--- src/rtl/ifu.sv ---
// Instruction fetch unit: owns the PC, issues single-beat AR/R reads to instruction
// memory and hands each fetched word with its PC to decode; applies jump redirects.
module ifu #(
  parameter logic [31:0] RESET_PC = 32'h8000_0000
) (
  input  logic        clk,
  input  logic        rst_n,
  input  logic        jump_flag,
  input  logic [31:0] jump_target,
  output logic [31:0] imem_araddr,
  output logic        imem_arvalid,
  input  logic        imem_arready,
  input  logic [31:0] imem_rdata,
  input  logic [1:0]  imem_rresp,
  input  logic        imem_rvalid,
  output logic        imem_rready,
  output logic [31:0] inst_if,
  output logic [31:0] pc_if,
  output logic        inst_valid,
  input  logic        inst_ready,
  output logic        fetch_err
);

  // state | meaning
  // IDLE  | one cycle after reset, loads the first fetch address
  // AR    | read address presented, waiting for arready
  // R     | read outstanding, waiting for rvalid
  // OUT   | instruction presented to decode, waiting for inst_ready or a redirect
  typedef enum logic [1:0] {IDLE, AR, R, OUT} state_t;

  state_t      state, state_nxt;
  logic [31:0] pc, pc_nxt;
  logic [31:0] redir_tgt, redir_tgt_nxt;
  logic        redir_pend, redir_pend_nxt;
  logic [31:0] araddr_nxt, inst_nxt, pc_if_nxt, redir_pc;
  logic        arvalid_nxt, rready_nxt, valid_nxt, err_nxt;

  always_ff @(posedge clk) begin
    if (!rst_n) begin
      state        <= IDLE;
      pc           <= RESET_PC;
      redir_tgt    <= 32'h0;
      redir_pend   <= 1'b0;
      imem_araddr  <= RESET_PC;
      imem_arvalid <= 1'b0;
      imem_rready  <= 1'b0;
      inst_if      <= 32'h0;
      pc_if        <= RESET_PC;
      inst_valid   <= 1'b0;
      fetch_err    <= 1'b0;
    end else begin
      state        <= state_nxt;
      pc           <= pc_nxt;
      redir_tgt    <= redir_tgt_nxt;
      redir_pend   <= redir_pend_nxt;
      imem_araddr  <= araddr_nxt;
      imem_arvalid <= arvalid_nxt;
      imem_rready  <= rready_nxt;
      inst_if      <= inst_nxt;
      pc_if        <= pc_if_nxt;
      inst_valid   <= valid_nxt;
      fetch_err    <= err_nxt;
    end
  end

  always_comb begin
    state_nxt      = state;
    pc_nxt         = pc;
    redir_tgt_nxt  = redir_tgt;
    redir_pend_nxt = redir_pend;
    araddr_nxt     = imem_araddr;
    arvalid_nxt    = imem_arvalid;
    rready_nxt     = imem_rready;
    inst_nxt       = inst_if;
    pc_if_nxt      = pc_if;
    valid_nxt      = inst_valid;
    err_nxt        = fetch_err;
    redir_pc       = jump_flag ? jump_target : redir_tgt;

    case (state)
      IDLE: begin
        state_nxt   = AR;
        arvalid_nxt = 1'b1;
        araddr_nxt  = jump_flag ? jump_target : pc;
        if (jump_flag) pc_nxt = jump_target;
      end

      AR: begin
        // the address is already committed, so a redirect only gets remembered
        if (jump_flag) begin
          redir_pend_nxt = 1'b1;
          redir_tgt_nxt  = jump_target;
        end
        if (imem_arvalid && imem_arready) begin
          arvalid_nxt = 1'b0;
          rready_nxt  = 1'b1;
          state_nxt   = R;
        end
      end

      R: begin
        if (imem_rvalid && imem_rready) begin
          rready_nxt = 1'b0;
          if (!redir_pend && !jump_flag) begin
            state_nxt = OUT;
            valid_nxt = 1'b1;
            pc_if_nxt = pc;
            inst_nxt  = (imem_rresp == 2'b00) ? imem_rdata : 32'h0;
            err_nxt   = (imem_rresp != 2'b00);
          end else begin
            // stale response: drop it and refetch from the newest target
            pc_nxt         = redir_pc;
            araddr_nxt     = redir_pc;
            arvalid_nxt    = 1'b1;
            redir_pend_nxt = 1'b0;
            state_nxt      = AR;
          end
        end else if (jump_flag) begin
          redir_pend_nxt = 1'b1;
          redir_tgt_nxt  = jump_target;
        end
      end

      OUT: begin
        if (jump_flag) begin
          pc_nxt      = jump_target;
          araddr_nxt  = jump_target;
          arvalid_nxt = 1'b1;
          valid_nxt   = 1'b0;
          err_nxt     = 1'b0;
          state_nxt   = AR;
        end else if (inst_valid && inst_ready) begin
          pc_nxt      = pc + 32'd4;
          araddr_nxt  = pc + 32'd4;
          arvalid_nxt = 1'b1;
          valid_nxt   = 1'b0;
          err_nxt     = 1'b0;
          state_nxt   = AR;
        end
      end

      default: state_nxt = IDLE;
    endcase
  end

endmodule

--- config.mk ---
export PLATFORM = sky130hd
export DESIGN_NAME = ifu
export DESIGN_NICKNAME = d
export VERILOG_FILES = /design/src/rtl/ifu.sv
export SDC_FILE = /design/constraint.sdc
export NUM_CORES = 1
export LEC_CHECK = 0
export BUFFER_PORTS_ARGS = -buffer_cell sky130_fd_sc_hd__buf_2
export CAP_MARGIN = 30
export CORE_MARGIN = 5
export CORE_UTILIZATION = 30
export CTS_CLUSTER_DIAMETER = 150
export CTS_CLUSTER_SIZE = 25
export DETAILED_ROUTE_END_ITERATION = 7
export SYNTH_ARGS = -nofsm -noshare
export SYNTH_HDL_FRONTEND = slang
export SYNTH_SLANG_ARGS = --single-unit
--- constraint.sdc ---
create_clock -name clk -period 2.27 [get_ports clk]
set_clock_uncertainty 0.15 [all_clocks]
set_input_delay 0.1135 -clock clk [delete_from_list [all_inputs] [get_ports clk]]
set_output_delay 0.1135 -clock clk [all_outputs]
set_load 0.005 [all_outputs]
; After elaboration in Yosys (flattened, before gate mapping)
; Cells that the tools add are included.
[word_totals]
reg_bits = 135
output_inout_bits = 100
inputBits = 72
elab_cells = 79
[classes]
addsub = 1
muxes = 37
n_eq_ne = 11
n_reduce_logical = 20
[op_table]
columns = op, count
row1 = 32-bit 2-to-1 mux, 8
row2 = 32-bit one-hot mux with 3 select lines, 1
row3 = 32-bit one-hot mux with 2 select lines, 1
row4 = 32-bit by 3-bit adder with 32-bit output (second input constant), 1
row5 = 1-bit 2-to-1 mux, 16
row6 = 2-bit inequality test (second input constant), 6
row7 = 2-bit 2-to-1 mux, 5
row8 = 3-bit AND reduction, 3
row9 = 1-bit one-hot mux with 2 select lines, 4
row10 = 2-bit one-hot mux with 4 select lines, 1
row11 = 4-bit AND reduction, 2
row12 = 3-bit inequality test (second input constant), 2
row13 = 2-bit nonzero test, 3
row14 = 5-bit AND reduction, 1
row15 = 2-bit equality test (second input constant), 2
row16 = 1-bit logical AND, 4
row17 = 2-bit zero test, 2
row18 = 1-bit one-hot mux with 4 select lines, 1
row19 = 2-bit AND reduction, 2
row20 = 3-bit nonzero test, 1
row21 = 2-bit by 1-bit equality test with 1-bit output (second input constant), 1
row22 = 1-bit zero test, 2

; Depth between registers and ports, before layout
; Gate-level depths: netlist of run 1.
[depth]
depth_word = 5
depth_mapped = 10

; Least setup slack after synthesis of run 1
; Ideal clock, no wire load.
[synth_path]
kind = register -> register
startpoint = register state[0]
endpoint = register pc[15]
t_arrival_ps = 1974
stages_incl_launch_ff = 11
synth_period_minus_slack_ps = 2240
n_path_buf = 3
setup_ps = 116
slack_ps = 30
cell_sequence = dfxtp_1 > inv_1 > ha_1 > buf_4 > a21boi_4 > a2111oi_4 > and2_1 > buf_6 > buf_6 > nand4_1 > o211a_1
[synth_via]
elab_chain_len = 3
elab_cells_between_ends = 10
[synth_rtl]
columns = element, line_no
row1 = "start, declared", 31  ; state_t state, state_nxt;
row2 = "start signal, assigned", 52  ; state <= state_nxt;
row3 = 2-bit equality test / 2-bit zero test (equally long branches), 80  ; case (state)
row4 = 3-bit inequality test (no source line) (tied with other cells), n/a
row5 = 5-bit AND reduction (no source line), n/a
row6 = "end signal, assigned", 53  ; pc <= pc_nxt;
row7 = "end, declared", 32  ; logic [31:0] pc, pc_nxt;
; Parallel ways exist; a longest one is shown, timed or not.
; A chain may end at the register's enable or synchronous reset.

; Final worst setup path of run 1
[layout_path]
startpoint = register state[0]
endpoint = register pc[24]
; The elaborated chain is that of the path after synthesis.

==> impl_metrics.csv, run 1 <==
group,metric,value,unit
worst_setup_path,critPathKind,"flop to flop",
power_and_ir_drop,p_leak,3.88,nW
route,drt-pass1-iter-count,5,
placement,place.gp.congestion,0.852,
global_route,antenna_found_initial,0,
sta,tightest_slew,0.492,ns
final_layout,syn2layout_area_growth,43.1,%
floorplan,die_w,156,um
cts,cts.sinks,135,
logic_synthesis,yosysMostFrequentCell,"nand2_1",
logic_synthesis,syn_nets,865,
global_route,grtUsageTotal,17.4,%
logic_synthesis,seq_area_frac_synth,42.2,%
logic_synthesis,synth_flop_cell,"dfxtp_1",
floorplan,start_util,30.5,%
route,wl,22.2,mm
power_and_ir_drop,power.density,922,nW/um^2
floorplan,die_y,156,um
cts,cts_buffers,17,
route,wl_met3,1.29,mm
logic_synthesis,yosysWarnings,0,
worst_setup_path,endpoint_kind,"flop",
sta,layout_setup_ws,0.117,ns
sta,rsz0062_at_grt,"yes",
power_and_ir_drop,vdd_drop_max,0.502,mV
floorplan,core_region_area,21000,um^2
logic_synthesis,synth_top_area_share,42.2,%
global_route,grt_pass1_wl,34.1,mm
logic_synthesis,ys_types,58,
route,num_vias,6732,
global_route,grt_pass1_vias,6309,
cts,insertion_delay,0.42,ns
final_layout,final_area,9170,um^2
worst_setup_path,cp.required,2.42,ns
sta,drv_slew,0,
final_layout,nFillCells,2113,
logic_synthesis,ys_top_cells_by_count,"185 x nand2_1, 135 x dfxtp_1, 95 x a21boi_0",
sta,max-slew-margin-rel,66.9,%
logic_synthesis,synthesis.area,6410,um^2
cts,cts-htree-levels,4,
placement,place_area,7840,um^2
hold_path,worstHoldPathCells,5,
logic_synthesis,synthArstFlopShare,0,%
placement,dp_slack,0.0267,ns
logic_synthesis,synth_area_per_cell,8.14,um^2
outcome,outcome,"completed",
route,wl_met2,9.94,mm
worst_setup_path,cp-start-kind,"flop",
cts,cts-root-buf,"clkbuf_16",
cts,cts_tree,"built",
worst_setup_path,cp_max_fo,16,
worst_setup_path,slowest_stage,"a2111oi_4",
route,drt_iter0_markers,584,
route,m1WireLength,10.5,mm
floorplan,rows,53,
worst_setup_path,critPathArrivalTime,2.30,ns
flow_run,cap_violations,0,
final_layout,nets,1111,
sta,min_period,2.15,ns
final_layout,drive_above_1_share,26.0,%
cts,clkTransAtPathRegs,0.06,ns
hold_path,hold_class,"primary input to flop",
logic_synthesis,yosys_register_bits,135,
placement,io_buffer_count,171,
sta,fmax,464,MHz
route,wl_per_cell,16.8,um
logic_synthesis,synth_cells,787,
route,postRouteAntennaNets,0,
global_route,grt_max_degree,70,
logic_synthesis,synth_edf_count,0,
placement,place_hpwl,15.0,mm
logic_synthesis,yosysTopAreaCell,"dfxtp_1",
route,top_layer,"met4",
worst_setup_path,crit_top_cell,"buf_4",
cts,clockBufferDepth,2,
sta,setup_violations,0,
route,via_per_inst,5.09,
route,drc,0,
worst_setup_path,path_cells,"buf_4, ha_1, nor2b_4, a2111oi_4, buf_4, nand2_4, buf_12, o21ai_0, a21boi_1",
floorplan,pin_count,172,
worst_setup_path,critPathMaxStageDelay,0.32,ns
sta,min_period_over_period,94.9,%
worst_setup_path,r2r_cells,9,
power_and_ir_drop,p_total,8.46,mW
sta,hold_viol,0,
logic_synthesis,synthTopCellsByArea,"dfxtp_1 42%, a21boi_0 11%, nand2_1 11%, nand3_1 4.1%, clkbuf_1 2.3%",
floorplan,die-area,24400,um^2
global_route,grt-ovfl-total,0,
[through the flow]
| stage | hold slack (ns) | cells | utilization [%] | setup TNS (ns) |
|---|---|---|---|---|
| finish | 0.114 | 1322 | 43.6 | 0 |
| global route | 0.152 | 1321 | 43.6 | -0.0126 |
| CTS | 0.105 | 1319 | 43.3 | 0 |
| detailed placement | 0.226 | 1219 | 37.3 | 0 |
| global placement | 0.225 | 1218 | 37.2 | -3.83 |
| floorplan | 0.108 | 787 | - | 0 |
[logic make-up (layout without fill, tap and decap cells)]
| kind of cell | count (synthesis) | count (layout) | share of synthesized area [%] |
|---|---|---|---|
| and+or+nand+nor | 329 | 329 | 23.8 |
| DFF | 135 | 135 | 42.2 |
| muxes | 3 | 3 | 0.488 |
| adders and majority gates | 6 | 6 | 1.17 |
| other | 0 | 1 | 0 |
| AOI/OAI and AO/OA | 240 | 240 | 27.2 |
| buffers and inverters | 74 | 333 | 5.17 |
[flip-flops by register name, summed over array words and instances (netlist names)]
signal and flops:
fetch_err 1, pc 32, redir_tgt 32, inst_if 32, imem_rready 1, redir_pend 1
pc_if 32, state 2, imem_arvalid 1, inst_valid 1
[worst max-delay path: cells and delay by family, from the launching register on]
family / cells / cell delay [ns]
compound gates: 3 / 0.59
buf+inv: 3 / 0.53
flops: 1 / 0.31
simple gates: 2 / 0.25
fa+ha+maj: 1 / 0.20
[final timing paths]
path,slack (ns),startpoint,to
min,0.11,imem_rresp[0],inst_if[23]
max reg2reg,0.12,state[0],pc[24]
max,0.12,state[0],pc[24]
min reg2reg,0.30,inst_if[1],inst_if[1]
[final cells by class]
| class | instances | area, um^2 | area share, % |
|---|---|---|---|
| multi-input cells | 578 | 3430 | 37.4 |
| diodes | 1 | 2.50 | 0.0273 |
| clock buffers | 18 | 429 | 4.68 |
| flip-flops and latches | 135 | 2700 | 29.5 |
| repair buffers | 293 | 2090 | 22.7 |
| well taps | 275 | 344 | 3.75 |
| clock inverters | 14 | 151 | 1.65 |
| inverters | 8 | 30.0 | 0.327 |
[cell usage in the layout (no fill, tap or decap), types with 11 or more instances in the layout]
| cell | n |
|---|---|
| nand2_1 | 185 |
| buf_2 | 170 |
| dfxtp_1 | 135 |
| a21boi_0 | 95 |
| dlygate4sd3_1 | 68 |
| nand3_1 | 51 |
| buf_4 | 43 |
| o21ai_0 | 23 |
| nor2_1 | 22 |
| a21boi_1 | 19 |
| a22oi_1 | 18 |
| nand4_1 | 18 |
| clkbuf_16 | 18 |
| o21ai_1 | 16 |
| and3_1 | 11 |
| a31oi_1 | 11 |
[where the power goes]
| group | internal, mW | switching [mW] |
|---|---|---|
| registers | 2.72 | 0.340 |
| logic | 1.21 | 1.45 |
| clock network | 1.63 | 1.11 |
| total | 5.56 | 2.90 |
[metal layers]
metal  up-vias  GRT usage [%]
met5         -              0
met4         0           5.83
met3        37           3.61
met2       241           26.6
met1      3176           24.4
li1       3278              -
[what timing repair did]
item,4_1_cts,5_1_grt
gates cloned,0,1
endpoints found under the hold margin,97,0
buffers inserted,0,1
endpoints found under the setup margin,1,15
hold buffers,68,0
gates resized for setup,1,9
No activity file was read; power rests on OpenSTA's default activity.
==> inputs of run 2 (changes only) <==
--- a/config.mk
+++ b/config.mk
@@ -8,10 +8,12 @@
 export BUFFER_PORTS_ARGS = -buffer_cell sky130_fd_sc_hd__buf_2
 export CAP_MARGIN = 30
 export CORE_MARGIN = 5
-export CORE_UTILIZATION = 30
+export CORE_UTILIZATION = 32
 export CTS_CLUSTER_DIAMETER = 150
 export CTS_CLUSTER_SIZE = 25
 export DETAILED_ROUTE_END_ITERATION = 7
+export GPL_TIMING_DRIVEN = 0
+export PLACE_DENSITY = 0.64
 export SYNTH_ARGS = -nofsm -noshare
 export SYNTH_HDL_FRONTEND = slang
 export SYNTH_SLANG_ARGS = --single-unit
==> run 2 against run 1 <==
Compared with the run above: the flow now finishes with violations (negative setup slack); total power increased by 3.3%; final area increased by 1.3%; first-iteration DRC count rose by 17%; worst hold slack got worse by 0.027 ns; fmax decreased by 6.4%; clock power fell by 7%; final cell count increased by 2.2%; combinational power rose by 10%; non-clock buffer count increased by 40; via count is 3.6% higher; core utilization rose by 3.8 points; sequential share of layout area fell by 0.35 points; largest cell class unchanged; largest power group unchanged.
==> impl_metrics.csv, run 2 (same netlist as run 1, synthesis figures left out) <==
group,metric,value,unit
route,via_per_inst,5.16,
placement,dp_cells,1222,
placement,place.gp.congestion,0.867,
outcome,violations,"negative setup slack",
sta,rsz0062_at_grt,"yes",
route,top_layer,"met4",
global_route,grtUsageTotal,19.8,%
worst_setup_path,crit_start,"state[1]",
sta,finalSetupTns,-0.0902,ns
sta,min_period_over_period,101,%
final_layout,nets,1152,
hold_path,min-delay-start,"jump_flag",
sta,whs,0.0868,ns
route,wl_per_cell,17.4,um
power_and_ir_drop,power.density,939,nW/um^2
route,wl_met2,10.6,mm
global_route,grt-ovfl-total,0,
sta,hold_viol,0,
power_and_ir_drop,power_frac_clock,29.4,%
route,postRouteAntennaNets,0,
outcome,outcome,"finished, violations left",
hold_path,hold_class,"primary input to flop",
power_and_ir_drop,vdd_drop_max,0.561,mV
cts,insertion_delay,0.42,ns
sta,layout_setup_ws,-0.0303,ns
worst_setup_path,critPathKind,"flop to flop",
global_route,grt_pass1_vias,6534,
global_route,antenna_found_initial,0,
sta,max-slew-margin-rel,56.5,%
route,drt-pass1-iter-count,6,
final_layout,multi_input_area,3520,um^2
cts,cts_buffers,17,
route,wl,23.4,mm
floorplan,start_util,32.7,%
worst_setup_path,endpoint_kind,"flop",
cts,cts-root-buf,"clkbuf_16",
power_and_ir_drop,seq_power_share,37.0,%
global_route,grt_pass1_wl,35.6,mm
placement,place_hpwl,16.5,mm
cts,cts_tree,"built",
sta,fmax,435,MHz
floorplan,pin_count,172,
final_layout,syn2layout_area_growth,45.0,%
final_layout,layout_common_cells,"184 x buf_2, 184 x nand2_1, 132 x dfxtp_1, 94 x a21boi_0, 68 x dlygate4sd3_1",
cts,clockBufferDepth,2,
route,m1WireLength,10.4,mm
route,drc,0,
sta,min_period,2.30,ns
worst_setup_path,cp.required,2.48,ns
power_and_ir_drop,p_sw_share,34.9,%
power_and_ir_drop,p_comb_share,33.6,%
flow_run,cap_violations,0,
final_layout,diodes,0,
final_layout,drive_above_1_share,28.5,%
worst_setup_path,cp_max_fo,5,
placement,dp_slack,-0.341,ns
cts,cts-htree-levels,4,
worst_setup_path,critPathArrivalTime,2.51,ns
power_and_ir_drop,p_total,8.73,mW
floorplan,die-area,23000,um^2
power_and_ir_drop,p_int,5.68,mW
final_layout,regArea,2710,um^2
final_layout,fin_cells,1351,
floorplan,die_y,152,um
cts,cts.sinks,135,
floorplan,core_region_area,19600,um^2
sta,setup_violations,5,
floorplan,die_w,152,um
worst_setup_path,r2r_start,"state[1]",
route,drt_iter0_markers,681,
placement,io_buffer_count,170,
route,num_vias,6977,
floorplan,rows,51,
worst_setup_path,cp-start-kind,"flop",
cts,clkTransAtPathRegs,0.06,ns
final_layout,nFillCells,1979,
route,wl_met3,1.70,mm
sta,tightest_slew,0.652,ns
power_and_ir_drop,switching_power,3.05,mW
global_route,grt_max_degree,17,
sta,drv_slew,0,
power_and_ir_drop,p_leak,3.95,nW
==> run 2: metal layers <==
metal	global-route usage (%)	up-vias
li1	-	3363
met1	26.8	3273
met2	31.2	286
met3	4.85	55
met4	6.20	0
met5	0	-
==> run 2: power groups by stage <==
stage	clock (mW)	sequential [mW]	combinational (mW)
final	2.56	3.23	2.93
after global routing	2.73	3.26	3.17
after detailed placement	0	3.25	2.06
after global placement	0	3.24	2.03
after floorplan	0	3.09	1.27
after CTS	2.62	3.20	2.42
==> run 2: timing repair <==
action | in CTS | in global routing
gates resized for setup | 21 | 77
hold endpoints to repair | 80 | 0
setup endpoints to repair | 121 | 118
pin swaps | 1 | 9
gates cloned | 1 | 1
hold buffers | 68 | 0
buffers inserted | 11 | 19
==> run 2: path summary, 6_finish.rpt <==
check	cells past startpoint	slack [ns]	to
setup / recovery	11	-0.03	pc[2]
hold / removal	4	0.09	redir_pend
setup reg to reg	11	-0.03	pc[2]
hold reg to reg	2	0.30	inst_if[2]
==> run 2: area by class of cell <==
cell class                 count  area share, %
tap                          265           3.57
buffer                        64           3.73
timing repair buffer         269           19.6
inverter                       8          0.323
sequential                   135           29.1
clock inverter                10          0.861
multi-input combinational    579           37.9
clock buffer                  21           4.95
==> run 2: worst max-delay path, cell delays in order (launching register included) <==
cell and delay [ns]:
dfxtp_1 0.37, ha_4 0.19, buf_6 0.12, a21boi_4 0.14
a2111oi_4 0.38, buf_6 0.19, nand2_4 0.08, buf_8 0.16
buf_6 0.12, buf_6 0.11, nand2_2 0.05, and3_4 0.16
==> run 2: through the flow <==
step,utilization [%],cell area [um^2]
6_report,47.4,9300
3_5_place_dp,38.7,7590
4_1_cts,45.8,8980
5_1_grt,47.4,9300
3_3_place_gp,38.7,7590
2_1_floorplan,-,6410
==> inputs of run 3 (changes only) <==
--- a/config.mk
+++ b/config.mk
@@ -13,6 +13,7 @@
 export CTS_CLUSTER_SIZE = 25
 export DETAILED_ROUTE_END_ITERATION = 7
 export GPL_TIMING_DRIVEN = 0
+export MAX_ROUTING_LAYER = met4
 export PLACE_DENSITY = 0.64
 export SYNTH_ARGS = -nofsm -noshare
 export SYNTH_HDL_FRONTEND = slang
==> run 3 against run 2 <==
Compared with the run above: the run still ends with negative setup slack left; first-iteration DRC count increased by 0.44%; via count decreased by 0.37%; global-route usage increased by 0.55 points; critical path type unchanged; sequential share of layout area increased by 0.051 points; final cell count decreased by 0.15%; register-to-register slack about the same; worst hold slack got worse by 0.0046 ns; setup slack got worse by 0.0029 ns; critical path depth unchanged; critical endpoint unchanged.
==> impl_metrics.csv, run 3 (same netlist as run 1, synthesis figures left out) <==
group,metric,value,unit
floorplan,die_w,152,um
sta,hold_viol,0,
worst_setup_path,r2r_start,"state[1]",
sta,layout_setup_ws,-0.0332,ns
floorplan,start_util,32.7,%
global_route,grt_pass1_vias,6536,
flow_run,cap_violations,0,
power_and_ir_drop,p_leak,3.94,nW
global_route,grt_pass1_wl,35.5,mm
worst_setup_path,cp-start-kind,"flop",
hold_path,hold_class,"primary input to flop",
sta,finalSetupTns,-0.112,ns
cts,cts.sinks,135,
worst_setup_path,cp.required,2.48,ns
cts,cts_tree,"built",
outcome,outcome,"finished, violations left",
placement,dp_slack,-0.341,ns
final_layout,multi_input_area,3520,um^2
final_layout,drive_above_1_share,28.2,%
sta,min_period,2.30,ns
power_and_ir_drop,power.density,941,nW/um^2
worst_setup_path,endpoint_kind,"flop",
placement,place.gp.congestion,0.881,
floorplan,pin_count,172,
route,drc,0,
worst_setup_path,crit_start,"state[1]",
worst_setup_path,critPathKind,"flop to flop",
route,drt_iter0_markers,684,
outcome,violations,"negative setup slack",
floorplan,rows,51,
cts,cts-root-buf,"clkbuf_16",
floorplan,core_region_area,19600,um^2
cts,cts_buffers,17,
sta,setup_violations,6,
power_and_ir_drop,p_total,8.73,mW
route,via_per_inst,5.15,
placement,place_area,7590,um^2
route,drt-pass1-iter-count,6,
worst_setup_path,r2r_slack,-0.03,ns
route,postRouteAntennaNets,0,
route,num_vias,6951,
global_route,grtUsageTotal,20.3,%
final_layout,regArea,2710,um^2
sta,max-slew-margin-rel,51.7,%
global_route,grt_max_degree,17,
sta,min_period_over_period,101,%
route,wl_per_cell,17.3,um
hold_path,min-delay-start,"jump_flag",
route,wl,23.4,mm
final_layout,layout_common_cells,"184 x buf_2, 184 x nand2_1, 132 x dfxtp_1, 94 x a21boi_0, 68 x dlygate4sd3_1",
final_layout,syn2layout_area_growth,44.8,%
final_layout,nets,1150,
floorplan,die-area,23000,um^2
sta,fmax,434,MHz
global_route,grt-ovfl-total,0,
sta,drv_slew,0,
sta,tightest_slew,0.718,ns
placement,dp_cells,1222,
cts,clkTransAtPathRegs,0.06,ns
cts,cts-htree-levels,4,
global_route,antenna_found_initial,0,
final_layout,fin_cells,1349,
final_layout,final_area,9280,um^2
worst_setup_path,critPathArrivalTime,2.51,ns
final_layout,nFillCells,1978,
worst_setup_path,cp_max_fo,5,
placement,io_buffer_count,170,
cts,insertion_delay,0.42,ns
power_and_ir_drop,vdd_drop_max,0.565,mV
final_layout,diodes,0,
final_layout,utilization,47.4,%
sta,rsz0062_at_grt,"yes",
placement,place_hpwl,16.5,mm
sta,whs,0.0822,ns
cts,clockBufferDepth,2,
floorplan,die_y,152,um
-- run 3: cell types whose count changed in the layout (fill, tap and decap cells not counted) --
cell	previous run	this run
buf_4	25	22
a22oi_1	17	18
a22oi_2	1	0
buf_6	7	8
-- run 3: worst max-delay path, stage by stage, from the launching register on --
cell and delay [ns]:
dfxtp_1 0.37, ha_4 0.19, buf_6 0.12, a21boi_4 0.14, a2111oi_4 0.38, buf_6 0.19, nand2_4 0.09, buf_8 0.16
buf_6 0.12, buf_6 0.11, nand2_2 0.05, and3_4 0.16
-- run 3: repair_timing --
item | CTS | global route
setup endpoints to repair | 121 | 118
gates resized for setup | 21 | 77
buffers inserted | 11 | 17
pin swaps | 1 | 9
hold buffers | 68 | 0
gates cloned | 1 | 1
hold endpoints to repair | 80 | 0
-- run 3: final cells by class --
cell class	instances	area share, %
multi-input cells	579	37.9
flip-flops and latches	135	29.2
repair buffers	267	19.4
clock buffers	21	4.96
plain buffers	64	3.78
well taps	265	3.57
clock inverters	10	0.863
inverters	8	0.324
-- run 3: final timing paths --
check,depth (start not counted),endpoint
worst min register to register,2,inst_if[0]
worst min-delay path,4,redir_pend
worst max-delay path,11,pc[2]
worst max register to register,11,pc[2]
-- run 3: routing by layer --
metal	vias up	global-route usage, %	part of all wire, %
met1	3239	26.9	44
met4	0	6.20	2.9
met3	48	4.64	7.6
met2	305	31.2	45
li1	3359	-	-
met5	-	-	0
-- run 3: report_power, final --
| group | internal (mW) | total, mW | switching [mW] |
|---|---|---|---|
| Clock | 1.54 | 2.57 | 1.03 |
| Combinational | 1.42 | 2.93 | 1.51 |
| Sequential | 2.72 | 3.23 | 0.504 |
